<file path="config.mk">
export PLATFORM = sky130hd
export DESIGN_NAME = entrada_pin
export DESIGN_NICKNAME = d
export VERILOG_FILES = /design/src/rtl/entrada_pin_pkg.sv /design/src/rtl/entrada_pin_detector_flanco.sv /design/src/rtl/entrada_pin.sv
export SDC_FILE = /design/constraint.sdc
export NUM_CORES = 1
export LEC_CHECK = 0
export ABC_AREA = 1
export CAP_MARGIN = 25
export CORE_UTILIZATION = 55
export CTS_CLUSTER_DIAMETER = 40
export DETAILED_ROUTE_END_ITERATION = 8
export PLACE_DENSITY_LB_ADDON = 0.1
export SLEW_MARGIN = 5
export SYNTH_ARGS = -nofsm -noshare
export SYNTH_HDL_FRONTEND = slang
export SYNTH_SLANG_ARGS = --single-unit
</file>
<file path="constraint.sdc">
create_clock -name Clk -period 3.7 [get_ports Clk]
set_input_delay 0.74 -clock Clk [delete_from_list [all_inputs] [get_ports Clk]]
set_output_delay 0.74 -clock Clk [all_outputs]
set_load 0.05 [all_outputs]
</file>
<file path="src/rtl/entrada_pin_pkg.sv">
// Shared constants, state encoding and key classification for the keypad front end.
package entrada_pin_pkg;

  localparam logic [7:0] PIN_ESPERA   = 8'h00;
  localparam logic [3:0] TECLA_BORRAR = 4'hA;

  typedef enum logic [1:0] {
    ST_IDLE  = 2'd0,
    ST_DIG1  = 2'd1,
    ST_ENVIO = 2'd2
  } estado_t;

  function automatic logic es_digito(input logic [3:0] tecla);
    return (tecla <= 4'd9);
  endfunction

endpackage

</file>
<file path="src/rtl/entrada_pin_detector_flanco.sv">
// Synchronizes an asynchronous level and emits a registered one-cycle pulse on its rising edge.
module detector_flanco #(
  parameter int SYNC_STAGES = 2
) (
  input  logic clk,
  input  logic rst_n,
  input  logic din,
  output logic pulso
);

  if (SYNC_STAGES < 2) begin : g_bad_sync
    $error("detector_flanco: SYNC_STAGES must be >= 2");
  end

  logic [SYNC_STAGES-1:0] sync_q, sync_d;
  logic                   prev_q, prev_d;
  logic                   pulso_q, pulso_d;

  always_comb begin
    sync_d  = {sync_q[SYNC_STAGES-2:0], din};
    prev_d  = sync_q[SYNC_STAGES-1];
    pulso_d = sync_q[SYNC_STAGES-1] & ~prev_q;
  end

  always_ff @(posedge clk or negedge rst_n) begin
    if (!rst_n) begin
      sync_q  <= '0;
      prev_q  <= 1'b0;
      pulso_q <= 1'b0;
    end else begin
      sync_q  <= sync_d;
      prev_q  <= prev_d;
      pulso_q <= pulso_d;
    end
  end

  assign pulso = pulso_q;

endmodule

</file>
<file path="src/rtl/entrada_pin.sv">
// Keypad front end: collects two BCD digits and presents them on Pin for PIN_HOLD cycles.
// Optional partial-entry timeout is compiled in when ENTRADA_TIMEOUT_EN is defined.
module entrada_pin
  import entrada_pin_pkg::*;
#(
  parameter int PIN_HOLD    = 1,
  parameter int TIMEOUT     = 16,
  parameter int SYNC_STAGES = 2
) (
  input  logic       Clk,
  input  logic       Reset,
  input  logic       Vehiculo,
  input  logic       Tecla_valida,
  input  logic [3:0] Tecla,
  output logic [7:0] Pin,
  output logic       Pin_valido,
  output logic [1:0] Digitos,
  output logic       Error
);

  if (PIN_HOLD < 1 || PIN_HOLD > 15 || TIMEOUT < 2 || TIMEOUT > 255) begin : g_bad_param
    $error("entrada_pin: PIN_HOLD must be 1..15 and TIMEOUT 2..255");
  end

  logic evento;

  detector_flanco #(
    .SYNC_STAGES(SYNC_STAGES)
  ) u_detector (
    .clk  (Clk),
    .rst_n(Reset),
    .din  (Tecla_valida),
    .pulso(evento)
  );

  estado_t    estado_q, estado_d;
  logic [3:0] d1_q, d1_d;
  logic [7:0] pin_q, pin_d;
  logic       pin_valido_q, pin_valido_d;
  logic [1:0] digitos_q, digitos_d;
  logic       error_q, error_d;
  logic [3:0] hold_q, hold_d;
  logic [7:0] codigo;

  assign codigo = {d1_q, Tecla};

`ifdef ENTRADA_TIMEOUT_EN
  logic [7:0] tmo_q, tmo_d;
`endif

  always_comb begin
    estado_d     = estado_q;
    d1_d         = d1_q;
    pin_d        = pin_q;
    pin_valido_d = pin_valido_q;
    digitos_d    = digitos_q;
    error_d      = 1'b0;
    hold_d       = hold_q;
`ifdef ENTRADA_TIMEOUT_EN
    tmo_d        = tmo_q;
`endif
    case (estado_q)
      ST_IDLE: begin
        if (evento && Vehiculo && es_digito(Tecla)) begin
          d1_d      = Tecla;
          digitos_d = 2'd1;
          estado_d  = ST_DIG1;
`ifdef ENTRADA_TIMEOUT_EN
          tmo_d     = 8'd0;
`endif
        end
      end
      ST_DIG1: begin
        // Losing the vehicle abandons the entry silently, ahead of any key or timeout.
        if (!Vehiculo) begin
          digitos_d = 2'd0;
          estado_d  = ST_IDLE;
        end else if (evento) begin
`ifdef ENTRADA_TIMEOUT_EN
          tmo_d = 8'd0;
`endif
          if (es_digito(Tecla)) begin
            digitos_d = 2'd0;
            if (codigo == PIN_ESPERA) begin
              error_d  = 1'b1;
              estado_d = ST_IDLE;
            end else begin
              pin_d        = codigo;
              pin_valido_d = 1'b1;
              hold_d       = 4'(PIN_HOLD - 1);
              estado_d     = ST_ENVIO;
            end
          end else if (Tecla == TECLA_BORRAR) begin
            digitos_d = 2'd0;
            estado_d  = ST_IDLE;
          end
        end
`ifdef ENTRADA_TIMEOUT_EN
        else if (tmo_q == 8'(TIMEOUT - 1)) begin
          error_d   = 1'b1;
          digitos_d = 2'd0;
          estado_d  = ST_IDLE;
        end else begin
          tmo_d = tmo_q + 8'd1;
        end
`endif
      end
      ST_ENVIO: begin
        if (hold_q == 4'd0) begin
          pin_d        = PIN_ESPERA;
          pin_valido_d = 1'b0;
          estado_d     = ST_IDLE;
        end else begin
          hold_d = hold_q - 4'd1;
        end
      end
      default: estado_d = ST_IDLE;
    endcase
  end

  always_ff @(posedge Clk or negedge Reset) begin
    if (!Reset) begin
      estado_q     <= ST_IDLE;
      d1_q         <= 4'd0;
      pin_q        <= PIN_ESPERA;
      pin_valido_q <= 1'b0;
      digitos_q    <= 2'd0;
      error_q      <= 1'b0;
      hold_q       <= 4'd0;
`ifdef ENTRADA_TIMEOUT_EN
      tmo_q        <= 8'd0;
`endif
    end else begin
      estado_q     <= estado_d;
      d1_q         <= d1_d;
      pin_q        <= pin_d;
      pin_valido_q <= pin_valido_d;
      digitos_q    <= digitos_d;
      error_q      <= error_d;
      hold_q       <= hold_d;
`ifdef ENTRADA_TIMEOUT_EN
      tmo_q        <= tmo_d;
`endif
    end
  end

  assign Pin        = pin_q;
  assign Pin_valido = pin_valido_q;
  assign Digitos    = digitos_q;
  assign Error      = error_q;

endmodule

</file>
==> out/qor.csv, run 1 <==
metric,value,unit
netlist-cell-type-count,24,
drive_above_1_share,13.58,%
fin_nets,173,
layout_min_cycle_time,2244,ps
start_util,60.33,%
relSlewSlack,62.20,%
power_density,418.9,nW/um2
rsz0062_at_grt,no,
cts_made_buffers,3,
overflow,0,
clock_latency,310,ps
ys_seq_area_share,51.28,%
grt_pass1_wl,3.898,mm
avgSynthCellArea,8.652,um2
core.rowCount,16,
cts_tree,yes,
die_area,2410,um2
crit_type,reg2out,
track_usage,21.49,%
syn_to_final_growth,19.49,%
final_util,72.09,%
drt-pass1-iter-count,4,
routed-via-count,944,
start_kind,register,
grt_util_met3,2.804,%
hold_path_class,reg2reg,
use_met1,30.79,%
cts_resized,0,
ctsHoldBuffers,0,
fin_skew,5.566,ps
syn_inst,141,
tns,0,ps
switching_share,34.54,%
pwr-share-clk,19.3,%
tightest_slew,565.3,ps
post-route-period-util,60.66,%
drc,0,
core,2022,um2
htree_num_levels,1,
leakage,0.7877,nW
holdPathEnd,u_detector.sync_q[1],
r2r-end,hold_q[3],
maxCapViolCount,0,
vias_per_cell,4.995,
r2r_start,estado_q[1],
antenna_found_initial,0,
use_met2,34.25,%
worstPathCellList,clkdlybuf4s50_1,
cts_sinks,25,
reg2reg_depth,8,
critical_path_buf_inv_count,1,
die_h,49.10,um
combPwrFrac,27.8,%
drt_iter0_drc,33,
hold_depth,0,
drtAntennaViolNets,0,
drt_wl_total,2.151,mm
antenna_cells,0,
ys_seq_elements,25,
worstHoldStart,u_detector.sync_q[0],
post_drt_wl_per_cell,11.38,um
hold_viol_final,0,
finalSetupViolCount,0,
clockBufferDepth,2,
drv_slew,0,
syn-cell-area,1220,um2
hold_ws,382.3,ps
p_sw,210.9,uW
p_int,399.7,uW
r2r_slack,2250,ps
nFillCells,162,
fmax,445.6,MHz
path_clk_slew,130,ps
crit_path_end_kind,primary output,
io_buffer_count,18,
syn_nets,151,
fin_area,1458,um2
max_stage_delay,810,ps
synth_warnings,0,
die_w,49.10,um
grt_max_degree,15,
root_buffer,clkbuf_4,
worstPathMaxFanout,2,
arrival,1500,ps
outcome,completed,
ir_drop,0.0002861,V
grt_pass1_vias,843,
gp_congestion,0.8082,
cpLargestDelayFamily,buffers and inverters,
top_usage_layer,met2,
postCtsSetupBuffers,0,
cp.required,2960,ps
dpl-instance-area,1430,um2
pin_count,20,
worst_path_max_delay_cell,clkdlybuf4s50_1,
hpwl,1.714,mm
power_frac_seq,52.9,%
[final cells by class]
| class | count | area [um2] | area share [%] |
|---|---|---|---|
| multi-input combinational | 98 | 515.5 | 35.36 |
| clock buffer | 3 | 22.52 | 1.545 |
| timing repair buffer | 19 | 195.2 | 13.39 |
| clock inverter | 1 | 5.005 | 0.3433 |
| tap | 27 | 33.78 | 2.318 |
| inverter | 16 | 60.06 | 4.120 |
| sequential | 25 | 625.6 | 42.92 |
[cells by family after synthesis]
family	synth area share, %
XOR/XNOR	0.7181
AO/OA/AOI/OAI	3.385
other	0.3074
buffers and inverters	6.462
AND/OR/NAND/NOR	35.80
flip-flops	51.28
adder cells (fa/ha/maj)	2.051
[synthesized netlist by cell type]
master    count  area, um2
nor2_8        1      20.02
nand2_4       1      11.26
nand3_1      16      80.08
ha_1          2      25.02
xnor2_1       1      8.760
or2_2         1      6.260
conb_1        1      3.750
inv_2         2      7.510
inv_1        14      52.55
buf_6         1      11.26
nand3_2       2      20.02
nand2_1      46      172.7
nand2_2       3      18.77
buf_4         1      7.510
o21ai_2       1      8.760
nor4_1        1      6.260
o21bai_1      1      7.510
o21ai_0       4      20.02
a21oi_1       1      5.000
nor2_2        2      12.51
nor2_1       10      37.54
dfrtp_1      25      625.6
nand3_4       1      17.52
nor2_4        3      33.78
[worst max-delay path by stage]
stage | to | from | cells past startpoint
floorplan | Pin[0] | Vehiculo | 8
global placement | hold_q[0] | Vehiculo | 8
detailed placement | hold_q[3] | Vehiculo | 8
CTS | Pin[5] | Pin[5] | 1
global route | Pin[5] | Pin[5] | 1
finish | Pin[5] | Pin[5] | 1
[power groups by stage]
stage / combinational [mW] / clock (mW) / sequential (mW)
global placement: 0.167 / 0 / 0.327
floorplan: 0.0514 / 0 / 0.385
finish: 0.170 / 0.118 / 0.323
CTS: 0.172 / 0.123 / 0.323
global route: 0.183 / 0.133 / 0.328
detailed placement: 0.171 / 0 / 0.328
[stage by stage]
stage | worst slack (ps) | cells | power (mW)
global placement | 1523 | 184 | 0.4935
floorplan | 2210 | 141 | 0.4365
CTS | 1438 | 189 | 0.6177
finish | 1456 | 189 | 0.6106
global route | 1387 | 189 | 0.6443
detailed placement | 1463 | 185 | 0.4997
[registers in the layout, summed over array words and instances (netlist names)]
name / count
u_detector.pulso: 1
u_detector.prev_q: 1
estado_q: 2
Error: 1
Pin_valido: 1
hold_q: 4
Digitos: 1
d1_q: 4
Pin: 8
u_detector.sync_q: 2
[metal layers]
| layer | wire length (um) | part of all wire (%) |
|---|---|---|
| met1 | 1023 | 48 |
| met2 | 1025 | 48 |
| met3 | 78 | 3.6 |
| met4 | 24 | 1.1 |
| met5 | 0 | 0 |
[cell usage in the layout, fill, tap and decap left out]
master and count:
a21oi_1 1, buf_8 1, clkbuf_4 3, clkdlybuf4s50_1 18, clkinv_2 1, conb_1 1
dfrtp_1 25, ha_1 2, inv_1 14, inv_2 2, nand2_1 46, nand2_2 3
nand2_4 1, nand3_1 16, nand3_2 2, nand3_4 1, nor2_1 10, nor2_2 2
nor2_4 3, nor2_8 1, nor4_1 1, o21ai_0 4, o21ai_2 1, o21bai_1 1
or2_2 1, xnor2_1 1
(Power assumes the default switching activity.)
==> run 2: changes to the inputs <==
--- a/config.mk
+++ b/config.mk
@@ -7,7 +7,7 @@
 export LEC_CHECK = 0
 export ABC_AREA = 1
 export CAP_MARGIN = 25
-export CORE_UTILIZATION = 55
+export CORE_UTILIZATION = 46
 export CTS_CLUSTER_DIAMETER = 40
 export DETAILED_ROUTE_END_ITERATION = 8
 export PLACE_DENSITY_LB_ADDON = 0.1
==> constraint.sdc (replaced) <==
create_clock -name Clk -period 1.9 [get_ports Clk]
set_input_delay 0.38 -clock Clk [delete_from_list [all_inputs] [get_ports Clk]]
set_output_delay 0.38 -clock Clk [all_outputs]
set_load 0.05 [all_outputs]
==> out/qor.csv, run 2 (synthesis gave the netlist of run 1 again) <==
metric,value,unit,change
crit_path_end_kind,primary output,,
hold_ws,368.8,ps,-13.51 ps
final_util,59.26,%,-13 points
drc,0,,unchanged
grt_pass1_vias,890,,+5.6%
drive_above_1_share,13.50,%,-0.083 points
track_usage,19.06,%,-2.4 points
vias_per_cell,4.824,,-3.4%
cts_sinks,25,,unchanged
hpwl,1.700,mm,-0.86%
start_util,48.80,%,-12 points
finalPower,1.188,mW,+95%
pre_cts_slack,94.79,ps,-1368 ps
grt_pass1_wl,3.822,mm,-1.9%
tightest_slew,508.8,ps,-56.53 ps
hold_viol_final,0,,unchanged
fin_nets,174,,+0.58%
ctsHoldBuffers,0,,unchanged
pin_count,20,,unchanged
clockBufferDepth,2,,unchanged
fin_area,1481,um2,+1.6%
cpLargestDelayFamily,buffers and inverters,,
core,2500,um2,+24%
antenna_cells,0,,unchanged
cp.required,1520,ps,-1440 ps
final_common_cell,nand2_1,,
routed-via-count,931,,-1.4%
root_buffer,clkbuf_4,,
leakage,0.9403,nW,+19%
worst_path_max_delay_cell,clkdlybuf4s50_1,,
max_stage_delay,800,ps,about the same
start_kind,register,,
antenna_found_initial,0,,unchanged
tns,0,ps,unchanged
seqCellArea,625.6,um2,unchanged
relSlewSlack,66.03,%,+3.8 points
worstPathMaxFanout,1,,-1
drt-pass1-iter-count,4,,unchanged
rsz0062_at_grt,no,,
post-route-period-util,97.23,%,
crit_type,reg2out,,
mostFrequentLayoutCells,"46 x nand2_1, 25 x dfrtp_1, 16 x nand3_1",,
fin_skew,1.446,ps,-4.120 ps
post_drt_wl_per_cell,11.70,um,+2.8%
path_clk_slew,130,ps,about the same
gp_congestion,0.8119,,+0.46%
clock_latency,310,ps,about the same
final_cells,193,,+2.1%
die_w,53.50,um,+9.0%
finalSetupViolCount,0,,unchanged
drtAntennaViolNets,0,,unchanged
critical_path_buf_inv_count,1,,unchanged
drt_iter0_drc,14,,-58%
syn_to_final_growth,21.44,%,
core.rowCount,18,,+2
grt_max_degree,26,,+11
layout_setup_ws,52.59,ps,-1403 ps
cts_tree,yes,,
drv_slew,0,,unchanged
outcome,completed,,
hold_path_class,reg2reg,,
ir_drop,0.0005711,V,+100%
postCtsSetupBuffers,0,,unchanged
drt_wl_total,2.259,mm,+5.0%
multi_input_comb_area,515.5,um2,unchanged
largest_reg_flops,8,,unchanged
dp.cells,189,,+2.2%
maxCapViolCount,0,,unchanged
die_h,53.50,um,+9.0%
dpl-instance-area,1434,um2,+0.26%
overflow,0,,unchanged
nFillCells,222,,+37%
fmax,541.3,MHz,
cts_made_buffers,3,,unchanged
arrival,1470,ps,-30 ps
power_density,802.1,nW/um2,+91%
io_buffer_count,18,,unchanged
htree_num_levels,1,,unchanged
worstPathCellList,clkdlybuf4s50_1,,
layout_min_cycle_time,1847,ps,
die_area,2862,um2,+19%
-- run 2: cell type report --
class	instances	share of cell area [%]
sequential	25	42.23
inverter	16	4.054
tap	30	2.534
timing repair buffer	20	14.61
multi-input combinational	98	34.80
clock buffer	4	1.774
-- run 2: report_power, final --
group	internal (mW)	leakage, nW	total (mW)	switching, mW
Clock	0.0821	0.0150	0.236	0.154
Combinational	0.103	0.595	0.325	0.222
Sequential	0.590	0.330	0.627	0.0368
Total	0.775	0.940	1.19	0.413
-- run 2: what timing repair did --
action                     CTS  global route
gates resized for setup      1             9
hold endpoints to repair     0             0
setup endpoints to repair    1             9
pin swaps                    0             0
-- run 2: metal layers --
layer	share of wire, %	wire, um	up-vias	GRT usage, %
met2	44	1004	19	28.54
met4	0.93	21	0	8.772
met1	51	1151	430	26.19
met3	3.6	81	3	3.448
li1	-	-	479	-
met5	0	0	-	0
-- run 2: final timing paths --
| kind | from | to | slack, ps | depth (start not counted) |
|---|---|---|---|---|
| max in group asynchronous | Reset | hold_q[3] | 1270 | 2 |
| setup / recovery | Error | Error | 50 | 1 |
| hold / removal | u_detector.sync_q[0] | u_detector.sync_q[1] | 370 | 0 |
| hold reg to reg | u_detector.sync_q[0] | u_detector.sync_q[1] | 370 | 0 |
| setup reg to reg | hold_q[0] | hold_q[2] | 530 | 8 |
| min in group asynchronous | Reset | hold_q[1] | 400 | 2 |
==> run 3: changes to the inputs <==
--- a/config.mk
+++ b/config.mk
@@ -14,4 +14,5 @@
 export SLEW_MARGIN = 5
 export SYNTH_ARGS = -nofsm -noshare
 export SYNTH_HDL_FRONTEND = slang
+export SYNTH_HIERARCHICAL = 1
 export SYNTH_SLANG_ARGS = --single-unit
==> constraint.sdc (replaced) <==
create_clock -name Clk -period 1.9 [get_ports Clk]
set_input_delay 0.19 -clock Clk [delete_from_list [all_inputs] [get_ports Clk]]
set_output_delay 0.19 -clock Clk [all_outputs]
set_load 0.05 [all_outputs]
==> out/qor.csv, run 3 <==
metric,value,unit,change
outcome,completed,,
maxCapViolCount,0,,unchanged
hold_ws,220.3,ps,-148.5 ps
die_area,2794,um2,-2.4%
track_usage,17.38,%,-1.7 points
relSlewSlack,66.55,%,+0.52 points
drive_above_1_share,15.38,%,+1.9 points
tns,0,ps,unchanged
nFillCells,237,,+6.8%
cts_sinks,25,,unchanged
final_common_cell,nand2_1,,
io_buffer_count,18,,unchanged
syn_inst,134,,-5.0%
antenna_found_initial,0,,unchanged
power_frac_seq,46.6,%,-6.2 points
grt_pass1_vias,796,,-11%
drt_wl_total,2.148,mm,-4.9%
clock_latency,310,ps,about the same
syn-cell-area,1190,um2,-2.5%
drv_slew,0,,unchanged
cts_resized,0,,-1
hpwl,1.634,mm,-3.9%
synth_warnings,6,,+6
yosysTopAreaCellShare,52.58,%,+1.3 points
worst_path_max_delay_cell,clkdlybuf4s50_1,,
power_density,1090,nW/um2,+36%
mostFrequentLayoutCells,"43 x nand2_1, 25 x dfrtp_1, 18 x clkdlybuf4s50_1",,
avgSynthCellArea,8.880,um2,+2.6%
core,2455,um2,-1.8%
cp.depth,1,,unchanged
ys_seq_area_share,52.58,%,+1.3 points
cpLargestDelayFamily,buffers and inverters,,
crit_path_end_kind,primary output,,
yosys.area.top_type,dfrtp_1,,
pwr-share-clk,14.9,%,-5.0 points
drtAntennaViolNets,0,,unchanged
p_sw,624.2,uW,+51%
reg2reg_depth,6,,-2
synth.most_common_cell,nand2_1,,
die_h,52.86,um,-1.2%
drc,0,,unchanged
syn_nets,144,,-4.6%
routed-via-count,896,,-3.8%
start_kind,register,,
cp.required,1710,ps,+190 ps
async_reset_ff_share,100.0,%,unchanged
postCtsSetupBuffers,0,,unchanged
synth_edf_count,0,,unchanged
ys_seq_elements,25,,unchanged
post-route-period-util,88.78,%,-8.5 points
rsz0062_at_grt,no,,
drt-pass1-iter-count,4,,unchanged
switching_share,39.95,%,+5.2 points
cts_made_buffers,3,,unchanged
drt_iter0_drc,9,,-5
die_w,52.86,um,-1.2%
grt_pass1_wl,3.470,mm,-9.2%
final_util,58.41,%,-0.85 points
start_util,48.47,%,-0.33 points
fin_area,1434,um2,-3.2%
post_drt_wl_per_cell,11.55,um,-1.3%
ctsHoldBuffers,0,,unchanged
critical_path_buf_inv_count,1,,unchanged
netlist-cell-type-count,25,,+4.2%
grt_max_degree,26,,unchanged
fin_skew,4.513,ps,+3.067 ps
synthTopCellsByCount,"43 x nand2_1, 25 x dfrtp_1, 13 x nand3_1",,
hold_path_class,in2async,,
dpl-instance-area,1408,um2,-1.8%
cts_tree,yes,,
vias_per_cell,4.817,,-0.14%
pin_count,20,,unchanged
finalSetupViolCount,0,,unchanged
crit_type,reg2out,,
p_int,938.4,uW,+21%
htree_num_levels,1,,unchanged
overflow,0,,unchanged
finalPower,1.563,mW,+32%
arrival,1500,ps,+30 ps
max_stage_delay,810,ps,about the same
core.rowCount,18,,unchanged
combPwrFrac,38.5,%,+11 points
synth_area_leaders,"dfrtp_1 53%, nand2_1 14%, nand3_1 5.5%",,
fmax,592.8,MHz,+9.5%
layout_min_cycle_time,1687,ps,-160.6 ps
gp_congestion,0.7589,,-6.5%
clockBufferDepth,2,,unchanged
worstPathCellList,clkdlybuf4s50_1,,
leakage,0.7534,nW,-20%
ir_drop,0.0006581,V,+15%
hold_viol_final,0,,unchanged
path_clk_slew,130,ps,about the same
worstPathMaxFanout,2,,+1
largest_reg_flops,8,,unchanged
fin_nets,167,,-4.0%
antenna_cells,0,,unchanged
root_buffer,clkbuf_4,,
tightest_slew,500.2,ps,-8.546 ps
synthFlopType,dfrtp_1,,
syn_to_final_growth,20.51,%,
-- run 3: cell count changes after synthesis, moves of 2 or more --
cell / before / now
nor2_1: 10 / 8
nand2_1: 46 / 43
xor2_1: 0 / 2
nor2_2: 2 / 5
inv_1: 14 / 12
nand3_1: 16 / 13
nor2_4: 3 / 1
inv_2: 2 / 4
-- run 3: cells by family (layout without fill, tap and decap cells) --
family / count (synthesis) / in the layout / share of synthesized area (%)
DFF: 25 / 25 / 52.58
buffers and inverters: 17 / 39 / 5.678
xor gates and xnor gates: 2 / 2 / 1.472
other: 1 / 1 / 0.3152
AOI/OAI and AO/OA: 7 / 7 / 4.205
and+or+nand+nor: 80 / 80 / 33.65
adders and majority gates: 2 / 2 / 2.103
-- run 3: area by class of cell --
class / instances / area, um2 / share of cell area [%]
Multi-Input combinational cell: 92 / 496.7 / 34.64
Sequential cell: 25 / 625.6 / 43.63
Tap cell: 30 / 37.54 / 2.618
Inverter: 16 / 60.06 / 4.188
Clock buffer: 4 / 26.28 / 1.832
Timing Repair Buffer: 19 / 187.7 / 13.09
-- run 3: per-stage QoR --
stage	std cells	setup slack (ps)
2_1_floorplan	134	677.2
3_3_place_gp	182	367.7
3_5_place_dp	182	334.1
4_1_cts	186	199.1
5_1_grt	186	175.6
6_report	186	213.2
-- run 3: final timing paths --
kind	startpoint	endpoint	slack, ps
min in group Clk	Tecla_valida	u_detector/sync_q[0]	310
setup reg to reg	hold_q[0]	hold_q[1]	530
hold reg to reg	u_detector/sync_q[0]	u_detector/sync_q[1]	380
setup / recovery	Digitos[0]	Digitos[0]	210
max in group asynchronous	Reset	u_detector/pulso	1450
hold / removal	Reset	Pin[1]	220
-- run 3: power by group through the flow --
stage	sequential, mW	combinational, mW	clock [mW]
after floorplan	0.899	0.251	0
after detailed placement	0.737	0.609	0
after global placement	0.736	0.585	0
after CTS	0.729	0.610	0.240
final	0.728	0.602	0.233
after global routing	0.740	0.662	0.252
-- run 3: layer usage --
metal | global-route usage (%) | vias up | part of all wire, %
met5 | 0 | - | 0
met4 | 5.263 | 0 | 0.88
met3 | 3.448 | 2 | 4.2
met2 | 29.75 | 19 | 47
met1 | 21.96 | 418 | 48
li1 | - | 457 | -
